`src/rtl/axi_stripe_read_n_pkg.sv`:
```
// Shared definitions for the striped burst reader.
//   state_t   : controller state {IDLE, BUSY}
//   sel_width : stripe-index width for a given subordinate count
//   DEFAULT_* : default stripe configuration
package axi_stripe_read_n_pkg;

  typedef enum logic {
    IDLE = 1'b0,
    BUSY = 1'b1
  } state_t;

  localparam int DEFAULT_NUM_S = 2;
  localparam int DEFAULT_SEL_W = $clog2(DEFAULT_NUM_S);

  // A single subordinate would give a zero-width index; keep it at least 1 bit.
  function automatic int sel_width(input int num_s);
    return (num_s < 2) ? 1 : $clog2(num_s);
  endfunction

endpackage

```
`src/rtl/axi_stripe_read_n.sv`:
```
// Read-only burst splitter: one manager burst is striped word-by-word across
// NUM_S single-word subordinates in round-robin order, and the responses are
// reassembled into one in-order stream with RLAST.
//
// Ports
//   axi_clk, axi_reset         clock, asynchronous active-high reset
//   in_axi_ar*                 manager request (start word address, beats-1)
//   in_axi_r*                  manager read data stream
//   out_axi_ar*                per-subordinate request, NUM_S lanes packed
//   out_axi_r*                 per-subordinate responses, NUM_S lanes packed
module axi_stripe_read_n
  import axi_stripe_read_n_pkg::*;
#(
  parameter int NUM_S            = 2,
  parameter int AXI_ADDR_WIDTH   = 20,
  parameter int AXI_DATA_WIDTH   = 16,
  parameter int AXI_ARLENW_WIDTH = 8
) (
  input  logic                               axi_clk,
  input  logic                               axi_reset,
  input  logic [AXI_ADDR_WIDTH-1:0]          in_axi_araddr,
  input  logic [AXI_ARLENW_WIDTH-1:0]        in_axi_arlenw,
  input  logic                               in_axi_arvalid,
  output logic                               in_axi_arready,
  output logic [AXI_DATA_WIDTH-1:0]          in_axi_rdata,
  output logic [1:0]                         in_axi_rresp,
  output logic                               in_axi_rvalid,
  input  logic                               in_axi_rready,
  output logic                               in_axi_rlast,
  output logic [NUM_S*AXI_ADDR_WIDTH-1:0]    out_axi_araddr,
  output logic [NUM_S-1:0]                   out_axi_arvalid,
  input  logic [NUM_S-1:0]                   out_axi_arready,
  input  logic [NUM_S*AXI_DATA_WIDTH-1:0]    out_axi_rdata,
  input  logic [NUM_S*2-1:0]                 out_axi_rresp,
  input  logic [NUM_S-1:0]                   out_axi_rvalid,
  output logic [NUM_S-1:0]                   out_axi_rready
);

  localparam int SEL_W = sel_width(NUM_S);
  localparam int CNT_W = AXI_ARLENW_WIDTH + 1;

  state_t                      state;
  logic                        arready_q;
  logic [AXI_ADDR_WIDTH-1:0]   issue_addr;
  logic [AXI_ADDR_WIDTH-1:0]   resp_addr;
  logic [AXI_ARLENW_WIDTH-1:0] len;
  logic [CNT_W-1:0]            issue_cnt;
  logic [CNT_W-1:0]            resp_cnt;

  logic [SEL_W-1:0] issue_sel;
  logic [SEL_W-1:0] resp_sel;
  logic             busy;
  logic             issue_pend;
  logic             issue_hs;
  logic             beat_hs;
  logic             last_beat;

  assign busy      = (state == BUSY);
  assign issue_sel = issue_addr[SEL_W-1:0];
  assign resp_sel  = resp_addr[SEL_W-1:0];

  // Counters are one bit wider than len so that len = all-ones still terminates.
  assign issue_pend = busy && (issue_cnt <= {1'b0, len});
  assign issue_hs   = issue_pend && out_axi_arready[issue_sel];
  assign last_beat  = (resp_cnt == {1'b0, len});

  // Issue side: a single request lane is live at a time. The address is
  // broadcast unmodified; only the selected lane's arvalid qualifies it.
  always_comb begin
    out_axi_arvalid = '0;
    out_axi_rready  = '0;
    for (int s = 0; s < NUM_S; s++) begin
      out_axi_araddr[s*AXI_ADDR_WIDTH +: AXI_ADDR_WIDTH] = issue_addr;
    end
    if (issue_pend) out_axi_arvalid[issue_sel] = 1'b1;
    if (busy)       out_axi_rready[resp_sel]   = in_axi_rready;
  end

  // Response side: consume lanes in the same round-robin order as issued,
  // which restores burst order because each subordinate answers in order.
  assign in_axi_rvalid  = busy && out_axi_rvalid[resp_sel];
  assign in_axi_rdata   = out_axi_rdata[resp_sel*AXI_DATA_WIDTH +: AXI_DATA_WIDTH];
  assign in_axi_rresp   = out_axi_rresp[resp_sel*2 +: 2];
  assign in_axi_rlast   = last_beat && in_axi_rvalid;
  assign beat_hs        = in_axi_rvalid && in_axi_rready;
  assign in_axi_arready = arready_q;

  always_ff @(posedge axi_clk or posedge axi_reset) begin
    if (axi_reset) begin
      state      <= IDLE;
      arready_q  <= 1'b1;
      issue_addr <= '0;
      resp_addr  <= '0;
      len        <= '0;
      issue_cnt  <= '0;
      resp_cnt   <= '0;
    end else begin
      case (state)
        IDLE: begin
          if (in_axi_arvalid && arready_q) begin
            issue_addr <= in_axi_araddr;
            resp_addr  <= in_axi_araddr;
            len        <= in_axi_arlenw;
            issue_cnt  <= '0;
            resp_cnt   <= '0;
            arready_q  <= 1'b0;
            state      <= BUSY;
          end
        end
        BUSY: begin
          if (issue_hs) begin
            issue_addr <= issue_addr + 1'b1;
            issue_cnt  <= issue_cnt + 1'b1;
          end
          if (beat_hs) begin
            resp_addr <= resp_addr + 1'b1;
            resp_cnt  <= resp_cnt + 1'b1;
            if (last_beat) begin
              arready_q <= 1'b1;
              state     <= IDLE;
            end
          end
        end
        default: begin
          arready_q <= 1'b1;
          state     <= IDLE;
        end
      endcase
    end
  end

endmodule

```
`config.mk`:
```
export PLATFORM = sky130hd
export DESIGN_NAME = axi_stripe_read_n
export DESIGN_NICKNAME = d
export VERILOG_FILES = /design/src/rtl/axi_stripe_read_n_pkg.sv /design/src/rtl/axi_stripe_read_n.sv
export SDC_FILE = /design/constraint.sdc
export NUM_CORES = 1
export LEC_CHECK = 0
export CORE_ASPECT_RATIO = 1.4
export CORE_MARGIN = 8
export CORE_UTILIZATION = 34
export DETAILED_ROUTE_END_ITERATION = 12
export DONT_BUFFER_PORTS = 1
export GPL_TIMING_DRIVEN = 0
export MAX_ROUTING_LAYER = met4
export PLACE_DENSITY = 0.58
export REMOVE_ABC_BUFFERS = 1
export SLEW_MARGIN = 15
export SYNTH_ARGS = -nofsm -noshare
export SYNTH_HDL_FRONTEND = slang
export SYNTH_SLANG_ARGS = --single-unit
```
`constraint.sdc`:
```
create_clock -name axi_clk -period 2 [get_ports axi_clk]
set_input_delay 0 -clock axi_clk [delete_from_list [all_inputs] [get_ports axi_clk]]
set_output_delay 0 -clock axi_clk [all_outputs]
set_load 0.05 [all_outputs]
```
Word-level counts from Yosys, hierarchy flattened
Cells that the tools add are included.
W data, S select, Z words.
Cells by class
  muxes and demuxes: 28
  equal/unequal tests: 5
  reduce and logical (&&, ||, !) cells: 12
  $add $sub $neg: 4
  shift operators: 2
  $lt $le $gt $ge: 5
  bitwise gates (word level): 2
Operators by type and width (number)
  $pmux W20 S2: 2
  $mux W20: 3
  $add A20 B1 Y20 const B: 2
  $pmux W9 S2: 2
  $shiftx A32 B6 Y16: 1
  $mux W9: 3
  $add A9 B1 Y9 const B: 2
  $mux W1: 12
  $eq A9 B8 Y1: 1
  $le A9 B8 Y1: 1
  $logic_and A1 B1 Y1: 8
  $ne A2 B1 Y1 const B: 3
  $reduce_and A2 Y1: 3
  $lt A1 B2 Y1 const B: 2
  $mux W2: 2
  $pmux W1 S2: 2
  $shiftx A4 B3 Y2: 1
  $reduce_and A3 Y1: 1
  $and A2 B2 Y2: 1
  $demux W1 S1: 2
  $ge A1 B1 Y1 const B: 2
  $ne A2 B2 Y1 const B: 1
  $not A1 Y1: 1
Storage, ports and cells
  input bits: 72
  register bits after elaboration: 68

Depth between registers and ports, before layout
  depth after elaboration: 6
  mapped depth: 9
  gate-level depth less buffers: 7

Worst setup path before layout
OpenSTA, ideal clock, no wires.
  path type: flip-flop to output port
  start point: reg issue_cnt[6]
  end point: out out_axi_arvalid[0]
  slack: -725 ps
  cell stages (with the launch flop): 8
  arrival: 2725 ps
  data required time: 2000 ps
  path buffers: 2
  path through: dfrtp_1 -> ha_1 -> and4b_1 -> a2111o_1 -> o211a_1 -> buf_6 -> buf_6 -> nor3_1
On the way
  longest elaborated chain between the ends: 3
Ends and longest elaborated chain
  start: declaration: line axi_stripe_read_n.sv:47  | logic [CNT_W-1:0] issue_cnt;
  start signal: assignment: line axi_stripe_read_n.sv:113  | issue_cnt <= issue_cnt + 1'b1;
  $le A9 B8 Y1: line axi_stripe_read_n.sv:63  | assign issue_pend = busy && (issue_cnt <= {1'b0, len});
  $logic_and A1 B1 Y1: line axi_stripe_read_n.sv:63
  $mux W2: line axi_stripe_read_n.sv:75  | if (issue_pend) out_axi_arvalid[issue_sel] = 1'b1;
  end: declaration: line axi_stripe_read_n.sv:31  | output logic [NUM_S-1:0] out_axi_arvalid,
No other way between the ends.

Final worst setup path
  start point: reg issue_cnt[2]
  end point: out out_axi_arvalid[0]
Same word-level chain as after synthesis.

==> impl_metrics.prom <==
# TYPE chip_impl_metric gauge
chip_impl_metric{name="nets",unit=""} 503
chip_impl_metric{name="count_of_buffers_from_port_buffering",unit=""} 0
chip_impl_metric{name="crit_path_max_incr_delay",unit="ns"} 0.48
chip_impl_metric{name="cts_buf_count",unit=""} 5
chip_impl_info{name="rsz0062_at_grt",value="true"} 1
chip_impl_metric{name="design_power_total",unit="W"} 0.00833
chip_impl_metric{name="worst_case_headroom_to_the_max_slew_limit",unit="%"} 29.7
chip_impl_info{name="worst_min_delay_path_class",value="in2reg"} 1
chip_impl_metric{name="power_switching_share",unit="%"} 54.8
chip_impl_metric{name="groute.usage.overall",unit="%"} 17.6
chip_impl_metric{name="n_antenna_cell",unit=""} 0
chip_impl_metric{name="synth-edff-count",unit=""} 0
chip_impl_metric{name="ys_async_sr_fraction",unit="%"} 100
chip_impl_info{name="crit_type",value="reg2out"} 1
chip_impl_info{name="violations",value="negative setup slack"} 1
chip_impl_metric{name="gr-total-overflow",unit=""} 0
chip_impl_metric{name="met3_track_demand_over_resource_in_global_routing",unit="%"} 3.92
chip_impl_info{name="cts.root.buffer_cell",value="clkbuf_16"} 1
chip_impl_metric{name="fp.dieArea",unit="um2"} 13600
chip_impl_metric{name="timing.fmax",unit="MHz"} 431
chip_impl_info{name="worstPathCellList",value="ha_1, nand4_1, or3b_4, o211a_4, nor3_4"} 1
chip_impl_info{name="most_used_cells_in_the_layout_excluding_fill_and_tap_cells",value="nand2_1, dlygate4sd3_1, dfrtp_1"} 1
chip_impl_metric{name="yosysSeqAreaShare",unit="%"} 35.7
chip_impl_metric{name="detailed_place.area",unit="um2"} 3370
chip_impl_metric{name="design_area",unit="um2"} 4660
chip_impl_metric{name="p_switching",unit="W"} 0.00456
chip_impl_metric{name="final-hold-violation-count",unit=""} 0
chip_impl_info{name="globalRoute.busiestLayer",value="met2"} 1
chip_impl_info{name="synth_top_area_cell",value="dfrtp_1"} 1
chip_impl_metric{name="fin_crit",unit="ns"} 2.32
chip_impl_info{name="outcome",value="complete, but fails checks"} 1
chip_impl_metric{name="final_layout_size_suffix_gt1_share",unit="%"} 36.0
chip_impl_metric{name="core_area",unit="um2"} 9900
chip_impl_metric{name="detail_route.vias_per_cell",unit=""} 5.68
chip_impl_metric{name="first_global_vias",unit=""} 3516
chip_impl_metric{name="n_fill_cell",unit=""} 951
chip_impl_info{name="rr_endpoint",value="issue_addr[17]$_DFFE_PP0P_"} 1
chip_impl_metric{name="grt_max_degree",unit=""} 31
chip_impl_metric{name="number_of_antenna_violations_at_the_first_check_in_global_routing",unit=""} 0
chip_impl_metric{name="tightest_slew",unit="ns"} 1.06
chip_impl_metric{name="hpwl",unit="um"} 7280
chip_impl_metric{name="worstSkewPairLatency",unit="ns"} 0.29
chip_impl_info{name="hp-start",value="in_axi_araddr[19]"} 1
chip_impl_metric{name="finalClockSkew",unit="ns"} 0.00723
chip_impl_metric{name="floorplan.rows",unit=""} 43
chip_impl_metric{name="grt_first_pass_wirelength",unit="um"} 18400
chip_impl_metric{name="final_wtd_congestion",unit=""} 0.769
chip_impl_metric{name="drv_cap",unit=""} 0
chip_impl_info{name="setup.worst_path.start_class",value="flip-flop"} 1
chip_impl_metric{name="chipWidth",unit="um"} 101
chip_impl_metric{name="detailedPlace.worstSlack",unit="ns"} -2.13
chip_impl_metric{name="die_height",unit="um"} 135
chip_impl_metric{name="fin_hold_ws",unit="ns"} 0.0418
chip_impl_metric{name="start_util",unit="%"} 34.8
chip_impl_metric{name="ioPinCount",unit=""} 137
chip_impl_metric{name="routed-via-count",unit=""} 3155
chip_impl_info{name="synth_top_flop_cell",value="dfrtp_1"} 1
chip_impl_metric{name="power.static_leakage",unit="nW"} 1.85
chip_impl_metric{name="timing.final.ws_setup",unit="ns"} -0.320
chip_impl_metric{name="h-tree-depth",unit=""} 2
chip_impl_metric{name="path_clk_slew",unit="ns"} 0.06
chip_impl_metric{name="areaGrowthSynthToFinish",unit="%"} 35.5
chip_impl_metric{name="synthDominantCellAreaShare",unit="%"} 34.9
chip_impl_metric{name="synth_area_per_cell",unit="um2"} 9.05
chip_impl_metric{name="portion_of_the_clock_cycle_consumed_by_the_worst_path_in_the_final_layout",unit="%"} 116
chip_impl_metric{name="yosysWarnings",unit=""} 0
chip_impl_metric{name="netlist_area",unit="um2"} 3440
chip_impl_metric{name="global_route.usage.met2",unit="%"} 30.8
chip_impl_metric{name="remaining_antenna_violation_count_after_routing",unit=""} 0
chip_impl_metric{name="wl_per_cell",unit="um"} 21.2
chip_impl_info{name="timing.hold.worst_endpoint",value="issue_addr[19]$_DFFE_PP0P_"} 1
chip_impl_metric{name="setup_violations",unit=""} 31
chip_impl_metric{name="worst-endpoint-arrival",unit="ns"} 2.32
chip_impl_info{name="cts_tree",value="built"} 1
chip_impl_metric{name="worst-r2r-setup-slack",unit="ns"} -0.31
chip_impl_metric{name="numClockSinks",unit=""} 49
chip_impl_metric{name="cts_max_path_buffers",unit=""} 2
chip_impl_metric{name="yosysUniqueCellTypes",unit=""} 62
chip_impl_metric{name="firstDrtPassIters",unit=""} 4
chip_impl_info{name="timing.rr.start",value="issue_cnt[2]$_DFFE_PP0P_"} 1
chip_impl_metric{name="internal_power",unit="W"} 0.00377
chip_impl_metric{name="timing.critical_path.fanout_max",unit=""} 4
chip_impl_metric{name="cp.required",unit="ns"} 2.00
chip_impl_metric{name="synthCells",unit=""} 380
chip_impl_metric{name="drt_drc_violations_left",unit=""} 0
chip_impl_info{name="layout.cells.most_common",value="nand2_1"} 1
chip_impl_metric{name="sequentialPowerShare",unit="%"} 37.6
chip_impl_metric{name="first_drt_iteration_drcs",unit=""} 197
chip_impl_metric{name="groute.layer.met1.usage",unit="%"} 19.0
chip_impl_metric{name="yosys_register_bits",unit=""} 49
chip_impl_metric{name="slew_violations",unit=""} 0
chip_impl_info{name="yosys-top-cells-area",value="dfrtp_1, mux2_2, buf_4"} 1
chip_impl_info{name="timing.critical_path.to_type",value="output port"} 1
chip_impl_metric{name="cellPowerDensity",unit="nW/um2"} 1790
chip_impl_metric{name="clock_power_share",unit="%"} 11.6
chip_impl_metric{name="vdd_drop_max",unit="mV"} 1.16
chip_impl_metric{name="hold_depth",unit=""} 3
chip_impl_metric{name="timing.reg2reg.worst_path_depth",unit=""} 8
chip_impl_metric{name="share_comb_of_total_power",unit="%"} 50.9
chip_impl_info{name="timing.critical_path.slowest_stage_cell",value="or3b_4"} 1
chip_impl_metric{name="wirelength",unit="um"} 11800
==> per-stage QoR <==
step	TNS, ns	std cells	util, %
finish	-7.28	555	47.1
global route	-10.14	555	47.1
CTS	-7.00	549	45.7
detailed placement	-72.80	474	34.0
global placement	-72.10	473	33.8
floorplan	-14.60	338	-
==> Yosys cell counts, types with 5 or more instances <==
library cell  count
nor2_1           27
ha_1             11
a221oi_1          5
nand3_1          14
dfrtp_1          48
inv_1            22
clkbuf_1         13
nor3_1           11
mux2_2           23
buf_4            20
nand4_1           5
a211oi_1         12
and3_1           11
o21ai_0          13
xor2_1           10
and4_1            6
o32ai_1           7
nand2_1          37
a21oi_1           7
==> power by group through the flow <==
stage | Combinational [W] | Clock, W | Sequential (W)
2_1_floorplan | 0.00228 | 0 | 0.00290
3_3_place_gp | 0.00268 | 0 | 0.00309
3_5_place_dp | 0.00275 | 0 | 0.00312
4_1_cts | 0.00394 | 0.000969 | 0.00312
5_1_grt | 0.00454 | 0.00103 | 0.00322
6_report | 0.00424 | 0.000963 | 0.00313
==> logic make-up after synthesis <==
kind of cell               after synthesis  synth area share (%)
adders and majority gates               11                  4.00
AOI/OAI and AO/OA                       80                  18.3
muxes                                   26                  8.40
and+or+nand+nor                        135                  19.8
xor gates and xnor gates                14                  3.56
buffers and inverters                   65                  10.3
DFF                                     49                  35.7
==> layer usage <==
layer / vias to the layer above / share of wire [%]
li1: 1456 / -
met1: 1543 / 39
met2: 131 / 51
met3: 25 / 6.7
met4: 0 / 2.9
met5: - / 0
==> state kept, by name, indices dropped and copies added, names as in the netlist <==
signal,cells
busy,1
in_axi_arready,1
issue_addr,20
issue_cnt,9
len,8
resp_addr,1
resp_cnt,9
==> worst max-delay path by stage <==
stage | from | slack, ns | end
floorplan | busy$_DFF_PP0_ | -0.85 | in_axi_arready$_DFFE_PP1P_
global placement | busy$_DFF_PP0_ | -2.11 | issue_addr[1]$_DFFE_PP0P_
detailed placement | busy$_DFF_PP0_ | -2.13 | issue_addr[0]$_DFFE_PP0P_
finish | issue_cnt[2]$_DFFE_PP0P_ | -0.32 | out_axi_arvalid[0]
CTS | issue_cnt[6]$_DFFE_PP0P_ | -0.37 | out_axi_arvalid[0]
global route | issue_cnt[1]$_DFFE_PP0P_ | -0.41 | out_axi_arvalid[0]
==> worst max-delay path: cells and delay by family, from the launching register on <==
kind | cells | cell delay (ns)
AOI/OAI and AO/OA | 1 | 0.18
adders and majority gates | 1 | 0.30
DFF | 1 | 0.43
and+or+nand+nor | 3 | 1.12
==> final cells by class <==
class                           count  area, um2  area share (%)
Clock buffer                        5        125            2.68
Clock inverter                      2       35.0           0.752
Inverter                           23       91.3            1.96
Multi-Input combinational cell    269       2280            48.9
Sequential cell                    49       1270            27.2
Tap cell                          135        169            3.62
Timing Repair Buffer               72        693            14.9
==> repair_timing <==
item | 4_1_cts | 5_1_grt
hold buffers | 29 | 0
resized for setup | 104 | 16
endpoints found under the hold margin | 49 | 0
setup endpoints to repair | 54 | 39
gates cloned | 3 | 0
pin swaps | 35 | 17
setup buffers | 36 | 7
Note: power is estimated with default switching activity, not from simulation.
